===== src/rtl/cp0_exc_regs_pkg.sv =====
// Shared CP0 definitions: register numbers, Status/Cause bit positions and
// the exception-state FSM encoding. ExcCode values live with the exception
// unit and are not repeated here.
package mips_cp0_pkg;

    localparam logic [4:0] CP0_BADVADDR = 5'd8;
    localparam logic [4:0] CP0_COUNT    = 5'd9;
    localparam logic [4:0] CP0_COMPARE  = 5'd11;
    localparam logic [4:0] CP0_STATUS   = 5'd12;
    localparam logic [4:0] CP0_CAUSE    = 5'd13;
    localparam logic [4:0] CP0_EPC      = 5'd14;
    localparam logic [4:0] CP0_PRID     = 5'd15;

    localparam int STATUS_IEC     = 0;
    localparam int STATUS_IM_LSB  = 8;
    localparam int CAUSE_EXC_LSB  = 2;
    localparam int CAUSE_IP_LSB   = 8;
    localparam int CAUSE_BD       = 31;

    typedef enum logic [1:0] {
        RUN    = 2'd0,
        VECTOR = 2'd1,
        HALT   = 2'd2
    } cp0_state_t;

endpackage


===== src/rtl/cp0_exc_regs_if.sv =====
// Pipeline <-> CP0 exception-state interface.
// master: pipeline/exception-unit side (drives exception, RFE, MTC0/MFC0
//         requests and interrupt lines; receives read data, int_req,
//         redirect and halted).
// slave:  CP0 exception register block.
interface cp0_exc_regs_if #(
    parameter int NUM_HW_INT = 6
);
    logic                  exc_valid;
    logic [4:0]            exc_cause;
    logic                  exc_bva_valid;
    logic                  exc_bva_sel;
    logic                  exc_halt;
    logic [31:0]           exc_pc;
    logic                  exc_in_delay_slot;
    logic [31:0]           exc_data_addr;
    logic                  rfe;
    logic                  mtc0_en;
    logic [4:0]            mtc0_reg;
    logic [31:0]           mtc0_data;
    logic [4:0]            mfc0_reg;
    logic [31:0]           mfc0_data;
    logic [NUM_HW_INT-1:0] hw_int;
    logic                  int_req;
    logic                  redirect_valid;
    logic [31:0]           redirect_pc;
    logic                  halted;

    modport master (
        output exc_valid, exc_cause, exc_bva_valid, exc_bva_sel, exc_halt,
               exc_pc, exc_in_delay_slot, exc_data_addr, rfe, mtc0_en,
               mtc0_reg, mtc0_data, mfc0_reg, hw_int,
        input  mfc0_data, int_req, redirect_valid, redirect_pc, halted
    );

    modport slave (
        input  exc_valid, exc_cause, exc_bva_valid, exc_bva_sel, exc_halt,
               exc_pc, exc_in_delay_slot, exc_data_addr, rfe, mtc0_en,
               mtc0_reg, mtc0_data, mfc0_reg, hw_int,
        output mfc0_data, int_req, redirect_valid, redirect_pc, halted
    );

endinterface


===== src/rtl/cp0_exc_regs_timer.sv =====
// cp0_timer: Count/Compare pair with a sticky match flag.
// Ports: clk, rst_b (sync, active-low), wr_count/wr_compare strobes with
// shared wdata, count/compare/timer_flag outputs.
// Count free-runs and wraps; a write to Compare clears the flag.
module cp0_timer (
    input  logic        clk,
    input  logic        rst_b,
    input  logic        wr_count,
    input  logic        wr_compare,
    input  logic [31:0] wdata,
    output logic [31:0] count,
    output logic [31:0] compare,
    output logic        timer_flag
);

    always_ff @(posedge clk) begin
        if (!rst_b) begin
            count      <= '0;
            compare    <= '0;
            timer_flag <= 1'b0;
        end else begin
            count <= wr_count ? wdata : count + 32'd1;
            if (wr_compare) begin
                compare    <= wdata;
                timer_flag <= 1'b0;
            end else if (count == compare) begin
                timer_flag <= 1'b1;
            end
        end
    end

endmodule


===== src/rtl/cp0_exc_regs.sv =====
// cp0_exc_regs: CP0 exception state (EPC, Cause, BadVAddr, Status KU/IE
// stack), exception-vector redirect, RFE/MTC0/MFC0 servicing and the
// interrupt request back to the pipeline.
// Ports: clk, rst_b (sync, active-low), bus (cp0_exc_regs_if.slave).
// Optional: define CP0_COUNT_COMPARE_EN to add Count (9) / Compare (11)
// with a timer interrupt on IP[7].
//
// state  | meaning
// RUN    | normal execution; accepts exceptions, RFE and MTC0
// VECTOR | one-cycle redirect to EXC_VECTOR while the pipeline flushes
// HALT   | fatal instruction-side error; sticky until reset
module cp0_exc_regs
    import mips_cp0_pkg::*;
#(
    parameter logic [31:0] EXC_VECTOR = 32'h8000_0080,
    parameter int          NUM_HW_INT = 6,
    parameter logic [31:0] PRID_VALUE = 32'h0000_0200
) (
    input  logic           clk,
    input  logic           rst_b,
    cp0_exc_regs_if.slave  bus
);

    cp0_state_t  state, state_nxt;
    logic        take_exc, take_rfe, take_mtc0;
    logic        redirect_valid;
    logic [31:0] redirect_pc;
    logic        halted;

    logic [7:0]  status_im;
    logic [5:0]  status_ku_ie;
    logic        cause_bd;
    logic [1:0]  cause_ip_sw;
    logic [5:0]  ip_hw;
    logic [4:0]  cause_exc;
    logic [31:0] epc;
    logic [31:0] bad_vaddr;

    logic [5:0]  hw_int_ext;
    logic        ip7;
    logic [7:0]  cause_ip;
    logic [31:0] status_word;
    logic [31:0] cause_word;
    logic [31:0] mfc0_data;

    always_comb begin
        hw_int_ext                 = '0;
        hw_int_ext[NUM_HW_INT-1:0] = bus.hw_int;
    end

    always_ff @(posedge clk) begin
        if (!rst_b) state <= RUN;
        else        state <= state_nxt;
    end

    always_comb begin
        state_nxt      = state;
        redirect_valid = 1'b0;
        redirect_pc    = '0;
        halted         = 1'b0;
        take_exc       = 1'b0;
        take_rfe       = 1'b0;
        take_mtc0      = 1'b0;
        case (state)
            RUN: begin
                if (bus.exc_halt) begin
                    state_nxt = HALT;
                end else if (bus.exc_valid) begin
                    take_exc  = 1'b1;
                    state_nxt = VECTOR;
                end else if (bus.rfe) begin
                    take_rfe = 1'b1;
                end else if (bus.mtc0_en) begin
                    take_mtc0 = 1'b1;
                end
            end
            VECTOR: begin
                redirect_valid = 1'b1;
                redirect_pc    = EXC_VECTOR;
                state_nxt      = RUN;
            end
            HALT: halted = 1'b1;
            default: state_nxt = RUN;
        endcase
    end

    always_ff @(posedge clk) begin
        if (!rst_b) begin
            status_im    <= '0;
            status_ku_ie <= '0;
            cause_bd     <= 1'b0;
            cause_ip_sw  <= '0;
            ip_hw        <= '0;
            cause_exc    <= '0;
            epc          <= '0;
            bad_vaddr    <= '0;
        end else begin
            ip_hw <= hw_int_ext;
            if (take_exc) begin
                // Delay-slot faults restart at the branch, one word earlier.
                epc          <= bus.exc_in_delay_slot ? bus.exc_pc - 32'd4 : bus.exc_pc;
                cause_bd     <= bus.exc_in_delay_slot;
                cause_exc    <= bus.exc_cause;
                status_ku_ie <= {status_ku_ie[3:0], 2'b00};
                if (bus.exc_bva_valid)
                    bad_vaddr <= bus.exc_bva_sel ? bus.exc_data_addr : bus.exc_pc;
            end else if (take_rfe) begin
                status_ku_ie <= {status_ku_ie[5:4], status_ku_ie[5:2]};
            end else if (take_mtc0) begin
                case (bus.mtc0_reg)
                    CP0_STATUS: begin
                        status_im    <= bus.mtc0_data[15:8];
                        status_ku_ie <= bus.mtc0_data[5:0];
                    end
                    CP0_CAUSE: cause_ip_sw <= bus.mtc0_data[9:8];
                    default: ;
                endcase
            end
        end
    end

`ifdef CP0_COUNT_COMPARE_EN
    logic [31:0] count, compare;
    logic        timer_flag;

    cp0_timer u_timer (
        .clk        (clk),
        .rst_b      (rst_b),
        .wr_count   (take_mtc0 && bus.mtc0_reg == CP0_COUNT),
        .wr_compare (take_mtc0 && bus.mtc0_reg == CP0_COMPARE),
        .wdata      (bus.mtc0_data),
        .count      (count),
        .compare    (compare),
        .timer_flag (timer_flag)
    );

    assign ip7 = ip_hw[5] | timer_flag;
`else
    assign ip7 = ip_hw[5];
`endif

    // Bits of the write bus that no implemented register field consumes.
    logic unused_wdata;
    assign unused_wdata = ^bus.mtc0_data;

    assign cause_ip    = {ip7, ip_hw[4:0], cause_ip_sw};
    assign status_word = {16'b0, status_im, 2'b00, status_ku_ie};
    assign cause_word  = {cause_bd, 15'b0, cause_ip, 1'b0, cause_exc, 2'b00};

    always_comb begin
        mfc0_data = '0;
        case (bus.mfc0_reg)
            CP0_BADVADDR: mfc0_data = bad_vaddr;
            CP0_STATUS:   mfc0_data = status_word;
            CP0_CAUSE:    mfc0_data = cause_word;
            CP0_EPC:      mfc0_data = epc;
            CP0_PRID:     mfc0_data = PRID_VALUE;
`ifdef CP0_COUNT_COMPARE_EN
            CP0_COUNT:    mfc0_data = count;
            CP0_COMPARE:  mfc0_data = compare;
`endif
            default:      mfc0_data = '0;
        endcase
    end

    assign bus.mfc0_data      = mfc0_data;
    assign bus.redirect_valid = redirect_valid;
    assign bus.redirect_pc    = redirect_pc;
    assign bus.halted         = halted;
    assign bus.int_req        = (state == RUN) & status_ku_ie[STATUS_IEC]
                                & (|(cause_ip & status_im));

endmodule


===== src/flat_wrapper.sv =====
// flat-port wrapper written by rule: the top's interface ports become plain ports
module cp0_exc_regs_flat import mips_cp0_pkg::*;
#(
    parameter logic [31:0] EXC_VECTOR = 32'h8000_0080,
    parameter int          NUM_HW_INT = 6,
    parameter logic [31:0] PRID_VALUE = 32'h0000_0200
)
  (clk, rst_b, bus_exc_valid, bus_exc_cause, bus_exc_bva_valid, bus_exc_bva_sel, bus_exc_halt, bus_exc_pc, bus_exc_in_delay_slot, bus_exc_data_addr, bus_rfe, bus_mtc0_en, bus_mtc0_reg, bus_mtc0_data, bus_mfc0_reg, bus_hw_int, bus_mfc0_data, bus_int_req, bus_redirect_valid, bus_redirect_pc, bus_halted);
  cp0_exc_regs_if #(.NUM_HW_INT(NUM_HW_INT)) bus_i ();
  input  logic clk;
  input  logic rst_b;
  input wire logic [$bits(bus_i.exc_valid)-1:0] bus_exc_valid;
  input wire logic [$bits(bus_i.exc_cause)-1:0] bus_exc_cause;
  input wire logic [$bits(bus_i.exc_bva_valid)-1:0] bus_exc_bva_valid;
  input wire logic [$bits(bus_i.exc_bva_sel)-1:0] bus_exc_bva_sel;
  input wire logic [$bits(bus_i.exc_halt)-1:0] bus_exc_halt;
  input wire logic [$bits(bus_i.exc_pc)-1:0] bus_exc_pc;
  input wire logic [$bits(bus_i.exc_in_delay_slot)-1:0] bus_exc_in_delay_slot;
  input wire logic [$bits(bus_i.exc_data_addr)-1:0] bus_exc_data_addr;
  input wire logic [$bits(bus_i.rfe)-1:0] bus_rfe;
  input wire logic [$bits(bus_i.mtc0_en)-1:0] bus_mtc0_en;
  input wire logic [$bits(bus_i.mtc0_reg)-1:0] bus_mtc0_reg;
  input wire logic [$bits(bus_i.mtc0_data)-1:0] bus_mtc0_data;
  input wire logic [$bits(bus_i.mfc0_reg)-1:0] bus_mfc0_reg;
  input wire logic [$bits(bus_i.hw_int)-1:0] bus_hw_int;
  output wire logic [$bits(bus_i.mfc0_data)-1:0] bus_mfc0_data;
  output wire logic [$bits(bus_i.int_req)-1:0] bus_int_req;
  output wire logic [$bits(bus_i.redirect_valid)-1:0] bus_redirect_valid;
  output wire logic [$bits(bus_i.redirect_pc)-1:0] bus_redirect_pc;
  output wire logic [$bits(bus_i.halted)-1:0] bus_halted;
  assign bus_i.exc_valid = bus_exc_valid;
  assign bus_i.exc_cause = bus_exc_cause;
  assign bus_i.exc_bva_valid = bus_exc_bva_valid;
  assign bus_i.exc_bva_sel = bus_exc_bva_sel;
  assign bus_i.exc_halt = bus_exc_halt;
  assign bus_i.exc_pc = bus_exc_pc;
  assign bus_i.exc_in_delay_slot = bus_exc_in_delay_slot;
  assign bus_i.exc_data_addr = bus_exc_data_addr;
  assign bus_i.rfe = bus_rfe;
  assign bus_i.mtc0_en = bus_mtc0_en;
  assign bus_i.mtc0_reg = bus_mtc0_reg;
  assign bus_i.mtc0_data = bus_mtc0_data;
  assign bus_i.mfc0_reg = bus_mfc0_reg;
  assign bus_i.hw_int = bus_hw_int;
  assign bus_mfc0_data = bus_i.mfc0_data;
  assign bus_int_req = bus_i.int_req;
  assign bus_redirect_valid = bus_i.redirect_valid;
  assign bus_redirect_pc = bus_i.redirect_pc;
  assign bus_halted = bus_i.halted;
  cp0_exc_regs #(.EXC_VECTOR(EXC_VECTOR), .NUM_HW_INT(NUM_HW_INT), .PRID_VALUE(PRID_VALUE)) u_core (.clk(clk), .rst_b(rst_b), .bus(bus_i));
endmodule

===== config.mk =====
export PLATFORM = sky130hd
export DESIGN_NAME = cp0_exc_regs_flat
export DESIGN_NICKNAME = d
export VERILOG_FILES = /design/src/rtl/cp0_exc_regs_pkg.sv /design/src/rtl/cp0_exc_regs_if.sv /design/src/rtl/cp0_exc_regs_timer.sv /design/src/rtl/cp0_exc_regs.sv /design/src/flat_wrapper.sv
export SDC_FILE = /design/constraint.sdc
export NUM_CORES = 1
export LEC_CHECK = 0
export CAP_MARGIN = 20
export CORE_UTILIZATION = 45
export CTS_CLUSTER_SIZE = 30
export DETAILED_ROUTE_END_ITERATION = 16
export GPL_ROUTABILITY_DRIVEN = 1
export MAX_ROUTING_LAYER = met4
export PLACE_DENSITY = 0.78
export SYNTH_ARGS = -nofsm -noshare
export SYNTH_HDL_FRONTEND = slang
export SYNTH_SLANG_ARGS = --single-unit
export TNS_END_PERCENT = 30

===== constraint.sdc =====
create_clock -name clk -period 3.1 [get_ports clk]
set_input_delay 0.93 -clock clk [delete_from_list [all_inputs] [get_ports clk]]
set_output_delay 0.93 -clock clk [all_outputs]
set_load 0.005 [all_outputs]

Word level (Yosys, flattened, before mapping)
Index checks and enable logic that the tools add are counted.

Equality and inequality tests: 11. Shift-type cells: 0. Bitwise gates (word level): 7. Mux-type cells: 25. Order comparisons: 0. Multipliers: 0. Div/mod/pow operators: 0. $add $sub $neg: 1. Reductions and logical operators: 16.

Operators by type and width (number): $pmux 32 s5 (1); $mux 32 (3); $eq 5x4->1 const B (7); $sub 32x3->32 const B (1); $mux 6 (4); $mux 1 (14); $and 8x8->8 (1); $reduce_and 2->1 (4); $reduce_and 4->1 (2); $reduce_bool 2->1 (4); $reduce_or 8->1 (1); $reduce_bool 3->1 (2); $mux 2 (2); $not 1->1 (4); $pmux 2 s2 (1); $ne 3x3->1 const B (1); $reduce_and 3->1 (1); $and 1x1->1 (2); $eq 2x1->1 const B (1); $eq 2x2->1 const B (1); $logic_not 2->1 (1); $ne 2x1->1 const B (1); $reduce_or 2->1 (1).

Memories: 0. RAM bits: 0. Output and inout bits: 67. Bits in read-only memories: 0. Bits in latches: 0. Input port bits: 126. Flip-flop bits (word level): 94.

Depth between registers and ports, before layout
Gate-level depths: netlist of the first run.

Word-level depth: 8. Mapped depth: 8. Gate-level depth less buffers: 7.

Worst setup path before layout of the first run
Ideal clock, no wire load.

Path kind: input to output. From: input bus_mfc0_reg[2]. To: output bus_mfc0_data[0]. Data arrival time: 2016 ps. Stages: 5. Buffers on the path: 1. Slack: 154 ps. Path through: nand2b_1 -> nor4_1 -> clkbuf_1 -> a222oi_1 -> inv_1.

Longest elaborated chain between the ends: 2. Elaborated cells between the ends (all ways): 6.

Ends and longest elaborated chain: start: declaration (line flat_wrapper.sv:24) `input wire logic [$bits(bus_i.mfc0_reg)-1:0] bus_mfc0_reg;`; $eq 5x4->1 (line cp0_exc_regs.sv:152) `case (bus.mfc0_reg)`; $pmux 32 s5 * (line cp0_exc_regs.sv:152); end: declaration (line flat_wrapper.sv:26) `output wire logic [$bits(bus_i.mfc0_data)-1:0] bus_mfc0_data;`.

Every way passes the cells marked *; elsewhere a longest branch is shown, timed or not.

Worst setup path after layout of the first run
From: input bus_mfc0_reg[2]. To: output bus_mfc0_data[8].

Same word-level chain as after synthesis.

==> impl_results.md, run 1 <==
* Largest net degree at the start of global routing at 97
* Core area at 11000 sq um
* Placed insts at 862
* Final Hold Viols at 0
* Leak Pwr at 3.36 nW
* Post-CTS Hold Buffers at 0
* CTS buffer count at 9
* CTS sink cnt at 94
* Htree depth at 3
* Post-synth EDFFs at 0
* Largest area contributor in the netlist: dfxtp_1
* Via/cell ratio at 5.68
* Die Area at 11800 sq um
* Setup crit end: bus_mfc0_data[8]
* Simple-gate share of the synthesized area at 17.9%
* Drt pass-1 iters at 8
* Top cells by area, synth: dfxtp_1 37%, mux2i_1 8.4%, o211a_1 7.0%
* Initial DRC Count at 317
* Post-synth cell types at 54
* Final period util at 103%
* Worst hold slack at 0.472 ns
* Peak Freq at 312 MHz
* R2R Setup Slk at 1.40 ns
* Seq/Total Area, Yosys at 36.8%
* Average routed wire per standard cell at 18.0 um
* CTS tree: done
* GR Overflow Total at 0
* Slew headroom at 60.0%
* Fraction of layout cells with a size suffix above 1 at 19.7%
* Mapped Cells at 583
* DP Wirelength at 10600 um
* Worst Path Arrival at 2.28 ns
* Maxcap violations at 0
* Worst setup EP type: primary output
* Final nets at 890
* GRT Total Usage at 28.1%
* Routability congestion estimate at 0.840
* DIE HEIGHT at 109 um
* Post-synthesis compound-gate area fraction at 23.6%
* Failing checks: setup timing
* Setup ws final at -0.108 ns
* Adder-cell share of the synthesized area at 0.244%
* Clock Latency Late Sink at 0.35 ns
* Reg-to-Reg Start: u_core.state[1]
* Xor and xnor fraction of the mapped netlist area at 4.45%
* Routed Antenna Nets at 0
* Worst r2r path cells at 6
* Num rows at 38
* CTS Buffer Depth at 2
* Worst setup SP type: primary input
* I/O Buffers at 144
* Layout Area Growth over Synthesis at 44.2%
* Antenna cell count at 0
* Req. time, crit path at 2.17 ns
* P per Cell Area at 406 nW/um^2
* Final WL at 16300 um
* Critical path fanouts, max at 6
* Clock slew at reported path FFs at 0.06 ns
* Share of the synthesized area in the top cell type at 36.8%
* Peak supply drop at 0.000335 V
* Vias in the first global route at 4824
* CTS Root Cell: clkbuf_16
* #FFs+latches synth at 94
* Outcome: finished, violations left
* Synth Area per Inst at 8.78 sq um
* Setup-failing EPs final at 22
* First-pass GRT wire length at 24500 um
* Post-route cell area at 7380 sq um
* FF-to-FF End: u_core.bad_vaddr[3]
* Worst setup path startpoint: bus_mfc0_reg[2]
* RSZ-0062 raised after global routing: true
* Die W at 109 um
* Most common library cells after synthesis: 94 x dfxtp_1, 80 x nand2_1, 43 x mux2i_1
* Slew @ Worst Pin at 0.599 ns
* Min-Delay Path Class: reg -> reg
* Via count at 5154
* Predominant post-synthesis flop cell: dfxtp_1
* Final cell count without fillers at 908
* Most frequent cell after synthesis: dfxtp_1
* Async S/R FF share, synth at 0%
* Worst Clk Skew at 0.0108 ns
* Kind of critical path: in -> out
* Initial antenna violation count at 0
* Initial Util at 46.6%
* I/O pins at 193
* Synth Cell Area at 5120 sq um
* Yosys warns at 0
* Post-synthesis mux area share at 8.41%
* Slew Limit Fails at 0
* Placed Instance Area at 6810 sq um
* Min Tclk post-route at 3.21 ns
* # DRC at 0
* Largest family of logic cells by synthesized area: compound AO/OA/AOI/OAI gates
==> per-stage QoR <==
stage | worst slack (ns) | total power, mW | util [%] | TNS [ns]
finish | -0.108 | 2.99 | 67.2 | -1.20
floorplan | 0.154 | 1.54 | - | 0
detailed placement | -0.706 | 1.78 | 62.0 | -20.99
global route | -0.167 | 3.09 | 67.2 | -2.30
global placement | -0.664 | 1.77 | 62.0 | -19.62
CTS | -0.111 | 2.98 | 66.7 | -0.509
==> cells by family after synthesis <==
logic type      count (synthesis)
compound gates                162
xor+xnor                       26
fa+ha+maj                       1
buf+inv                        83
flops                          94
mux                            43
other cells                     1
simple gates                  173
==> sequential cells by signal (all words and copies together), names as in the netlist <==
name,cells
u_core.bad_vaddr,32
u_core.epc,32
u_core.status_im,8
u_core.ip_hw,6
u_core.status_ku_ie,6
u_core.cause_exc,5
u_core.cause_ip_sw,2
u_core.state,2
u_core.cause_bd,1
==> placed cells by master (no fill, tap or decap), drive strengths merged, types with 8 or more instances in the layout <==
master         count
nor4              17
a21boi             9
a21oi             26
o211a             36
inv               10
clkdlybuf4s50    105
conb              30
nor3              16
a22oi             24
o21ai             27
dfxtp             94
clkbuf            18
xnor2             23
a22o              17
and2               8
mux2i             43
nor2b             12
nor2              12
buf               98
nand2             80
==> power by group <==
part / switching (mW) / total, mW / leakage, nW / internal [mW]
combinational: 0.212 / 0.474 / 2.44 / 0.262
sequential: 0.0438 / 1.31 / 0.768 / 1.27
clock: 0.497 / 1.21 / 0.152 / 0.710
total: 0.753 / 2.99 / 3.36 / 2.24
==> layout make-up <==
type                            instances  area, sq um
Clock inverter                          7         97.6
Clock buffer                            9          225
Inverter                                9         33.8
Tap cell                              140          175
Timing Repair Buffer                  214         1960
Sequential cell                        94         1880
Fill cell                             855         3600
Multi-Input combinational cell        435         3010
==> worst min-delay path by stage <==
| stage | depth (start not counted) | to | from | slack, ns |
|---|---|---|---|---|
| after floorplan | 2 | u_core.epc[3] | u_core.epc[3] | 0.44 |
| after global placement | 2 | u_core.epc[3] | u_core.epc[3] | 0.45 |
| after detailed placement | 2 | u_core.epc[1] | u_core.epc[1] | 0.46 |
| after CTS | 2 | u_core.epc[1] | u_core.epc[1] | 0.47 |
| after global routing | 2 | u_core.cause_exc[1] | u_core.cause_exc[1] | 0.50 |
| final | 2 | u_core.epc[1] | u_core.epc[1] | 0.47 |
==> repair_timing <==
item	CTS	global route
resized for setup	160	24
buffers inserted	21	5
pin swaps	22	8
cloned	3	1
setup endpoints to repair	32	26
==> layer usage <==
metal,wire length (um),vias to the layer above,global-route usage [%]
met1,6550,2450,33.0
met4,326,0,11.1
met2,8030,253,47.6
met3,1430,32,4.90
li1,-,2419,-
met5,0,-,-
==> worst max-delay path: stages <==
cell and delay (ns):
buf_6 0.09, nand2b_4 0.14, nor4_4 0.29, buf_6 0.18, buf_12 0.11, buf_16 0.11
buf_4 0.11, a22oi_1 0.08, nand2_1 0.09, buf_2 0.11
No activity file was read; power rests on OpenSTA's default activity.
==> inputs of run 2 (changes only) <==
--- a/config.mk
+++ b/config.mk
@@ -6,13 +6,13 @@
 export NUM_CORES = 1
 export LEC_CHECK = 0
 export CAP_MARGIN = 20
-export CORE_UTILIZATION = 45
+export CORE_UTILIZATION = 30
 export CTS_CLUSTER_SIZE = 30
 export DETAILED_ROUTE_END_ITERATION = 16
 export GPL_ROUTABILITY_DRIVEN = 1
 export MAX_ROUTING_LAYER = met4
-export PLACE_DENSITY = 0.78
+export PLACE_DENSITY = 0.55
 export SYNTH_ARGS = -nofsm -noshare
 export SYNTH_HDL_FRONTEND = slang
 export SYNTH_SLANG_ARGS = --single-unit
-export TNS_END_PERCENT = 30
+export TNS_END_PERCENT = 5
==> run 2 against run 1 <==
  * The flow still finishes with violations (setup timing)
  * Setup slack better by 0.094 ns
  * Clock skew is 0.0022 ns lower
  * Sequential share of layout area is 0.15 points lower
  * Utilization is 23 points lower
  * Power is 4.3% lower
  * Sequential cell count stayed put
  * Clock power is 11% lower
  * Wire length is 1.2% higher
  * Maximum frequency is 3.0% higher
  * Critical endpoint is now bus_mfc0_data[9]
==> impl_results.md, run 2 (synthesis results as in run 1) <==
* Worst Clk Skew at 0.00863 ns (was 0.0108 ns)
* Top routing layer used: met4 (unchanged)
* Slew Limit Fails at 0 (unchanged)
* CTS sink cnt at 94 (unchanged)
* Num rows at 47 (was 38)
* Min-Delay Path Class: reg -> reg (unchanged)
* Vias in the first global route at 5099 (was 4824)
* Slew @ Worst Pin at 0.555 ns (was 0.599 ns)
* DP Wirelength at 11800 um (was 10600 um)
* Peak Freq at 321 MHz (was 312 MHz)
* Setup ws final at -0.0139 ns (was -0.108 ns)
* Initial Util at 30.7% (was 46.6%)
* Die Area at 17600 sq um (was 11800 sq um)
* Via/cell ratio at 5.01 (was 5.68)
* Layout Area Growth over Synthesis at 45.0% (was 44.2%)
* R2R Setup Slk at 1.43 ns (was 1.40 ns)
* Crit path cell chain: buf_2 -> buf_4 -> nor4_4 -> buf_4 -> buf_6 -> a221o_1 -> clkdlybuf4s15_2 (was buf_6 -> nand2b_4 -> nor4_4 -> buf_6 -> buf_12 -> buf_16 -> buf_4 -> a22oi_1 -> nand2_1 -> buf_2)
* Setup-failing EPs final at 1 (was 22)
* Via count at 4969 (was 5154)
* Maxcap violations at 0 (unchanged)
* Routability congestion estimate at 0.840 (about the same)
* CTS buffer count at 9 (unchanged)
* Req. time, crit path at 2.17 ns (about the same)
* # DRC at 0 (unchanged)
* Average routed wire per standard cell at 16.7 um (was 18.0 um)
* Flop pwr share at 45.7% (was 43.9%)
* Worst setup SP type: primary input (unchanged)
* Die W at 133 um (was 109 um)
* CTS tree: done (unchanged)
* Final nets at 893 (was 890)
* Final WL at 16500 um (was 16300 um)
* Final Hold Viols at 0 (unchanged)
* Routed Antenna Nets at 0 (unchanged)
* Most used cell along the critical path: buf_4 (was buf_6)
* Buf+Inv Stages, Crit Path at 5 (was 6)
* Power share of the combinational group at 16.5% (was 15.8%)
* DR WL met2 at 7900 um (was 8030 um)
* Top flop regs: u_core.bad_vaddr (32), u_core.epc (32), u_core.status_im (8) (unchanged)
* RSZ-0062 raised after global routing: true (unchanged)
* Post-CTS Hold Buffers at 0 (unchanged)
* Outcome: finished, violations left (unchanged)
* Fillers at 1651 (was 855)
* Min Tclk post-route at 3.11 ns (was 3.21 ns)
* Kind of critical path: in -> out (unchanged)
* Worst hold slack at 0.465 ns (was 0.472 ns)
* Slowest Stage Delay on Critical Path at 0.27 ns (was 0.29 ns)
* Worst Path Arrival at 2.18 ns (was 2.28 ns)
* Htree depth at 3 (unchanged)
* Failing checks: setup timing (unchanged)
* Switching power at 0.772 mW (was 0.753 mW)
* GR Overflow Total at 0 (unchanged)
* Critical-path top delay cell: nor4_4 (unchanged)
* CTS Root Cell: clkbuf_16 (unchanged)
* Fraction of layout cells with a size suffix above 1 at 19.6% (was 19.7%)
* Internal Power at 2.09 mW (was 2.24 mW)
* Worst setup EP type: primary output (unchanged)
* I/O pins at 193 (unchanged)
* GRT Total Usage at 19.8% (was 28.1%)
* Drt pass-1 iters at 5 (was 8)
* Net Sw Frac at 26.9% (was 25.1%)
* Total power at 2.86 mW (was 2.99 mW)
* Cell family with most CP delay: buffers and inverters (unchanged)
* Commonest non-fill, non-tap cell in the layout: clkdlybuf4s50_1 (unchanged)
* I/O Buffers at 144 (unchanged)
* Final period util at 100% (was 103%)
* First-pass GRT wire length at 26800 um (was 24500 um)
* Core area at 16600 sq um (was 11000 sq um)
* Critical path fanouts, max at 6 (unchanged)
* Leak Pwr at 3.35 nW (was 3.36 nW)
* Slew headroom at 63.0% (was 60.0%)
* Most frequent cells in the layout: 105 x clkdlybuf4s50_1, 94 x dfxtp_1, 79 x nand2_1 (unchanged)
* Largest net degree at the start of global routing at 65 (was 97)
* Wl on met1 at 7610 um (was 6550 um)
* CTS Buffer Depth at 2 (unchanged)
* Antenna cell count at 0 (unchanged)
* Initial DRC Count at 303 (was 317)
* Clock slew at reported path FFs at 0.07 ns (was 0.06 ns)
* P per Cell Area at 386 nW/um^2 (was 406 nW/um^2)
* DIE HEIGHT at 133 um (was 109 um)
* Clk network pwr share at 37.8% (was 40.3%)
* Initial antenna violation count at 0 (unchanged)
* Peak supply drop at 0.000219 V (was 0.000335 V)
* Met3 Routed Length at 848 um (was 1430 um)
* Clock Latency Late Sink at 0.35 ns (about the same)
## run 2: worst paths after layout
path,to,cells past startpoint,start
worst min-delay path,u_core.epc[3],2,u_core.epc[3]
worst max register to register,u_core.bad_vaddr[3],6,u_core.state[0]
worst max-delay path,bus_mfc0_data[9],7,bus_mfc0_reg[4]
worst min register to register,u_core.epc[3],2,u_core.epc[3]
## run 2: power groups by stage
stage          logic [mW]  registers [mW]  clock network, mW
2_1_floorplan       0.225            1.32                  0
3_3_place_gp        0.456            1.33                  0
3_5_place_dp        0.463            1.33                  0
4_1_cts             0.474            1.31               1.11
5_1_grt             0.515            1.31               1.16
6_report            0.473            1.31               1.08
## run 2: stage by stage
| step | util [%] | setup TNS, ns | cell area (sq um) | worst slack [ns] | cells |
|---|---|---|---|---|---|
| global route | 44.6 | -0.328 | 7420 | -0.0700 | 991 |
| CTS | 44.6 | -0.668 | 7420 | -0.0886 | 990 |
| detailed placement | 42.3 | -23.39 | 7040 | -0.782 | 956 |
| finish | 44.6 | -0.0139 | 7420 | -0.0139 | 991 |
| global placement | 42.3 | -23.15 | 7040 | -0.767 | 956 |
| floorplan | - | 0 | 5230 | 0.154 | 612 |
## run 2: tightest hold or removal path, cell delays in order, from the launching register on
cell and delay (ns):
dfxtp_1 0.31, nand2_1 0.05, a21boi_0 0.06
## run 2: per-layer routing
layer / track usage (%) / vias to the layer above
met1: 24.2 / 2374
met5: - / -
met4: 5.81 / 0
met2: 32.7 / 145
met3: 3.87 / 14
li1: - / 2436
## run 2: area by class of cell
class / count / area (sq um) / share of cell area [%]
well taps: 220 / 275 / 3.71
clock inverters: 7 / 62.6 / 0.843
clock buffers: 9 / 225 / 3.03
repair buffers: 217 / 1950 / 26.3
flip-flops and latches: 94 / 1880 / 25.4
multi-input cells: 435 / 2990 / 40.3
inverters: 9 / 33.8 / 0.455
## run 2: what timing repair did
| item | 4_1_cts | 5_1_grt |
|---|---|---|
| cloned | 1 | 0 |
| buffers inserted | 17 | 1 |
| endpoints found under the setup margin | 32 | 29 |
| pin swaps | 21 | 5 |
| endpoints found under the hold margin | 0 | 0 |
| gates resized for setup | 159 | 13 |
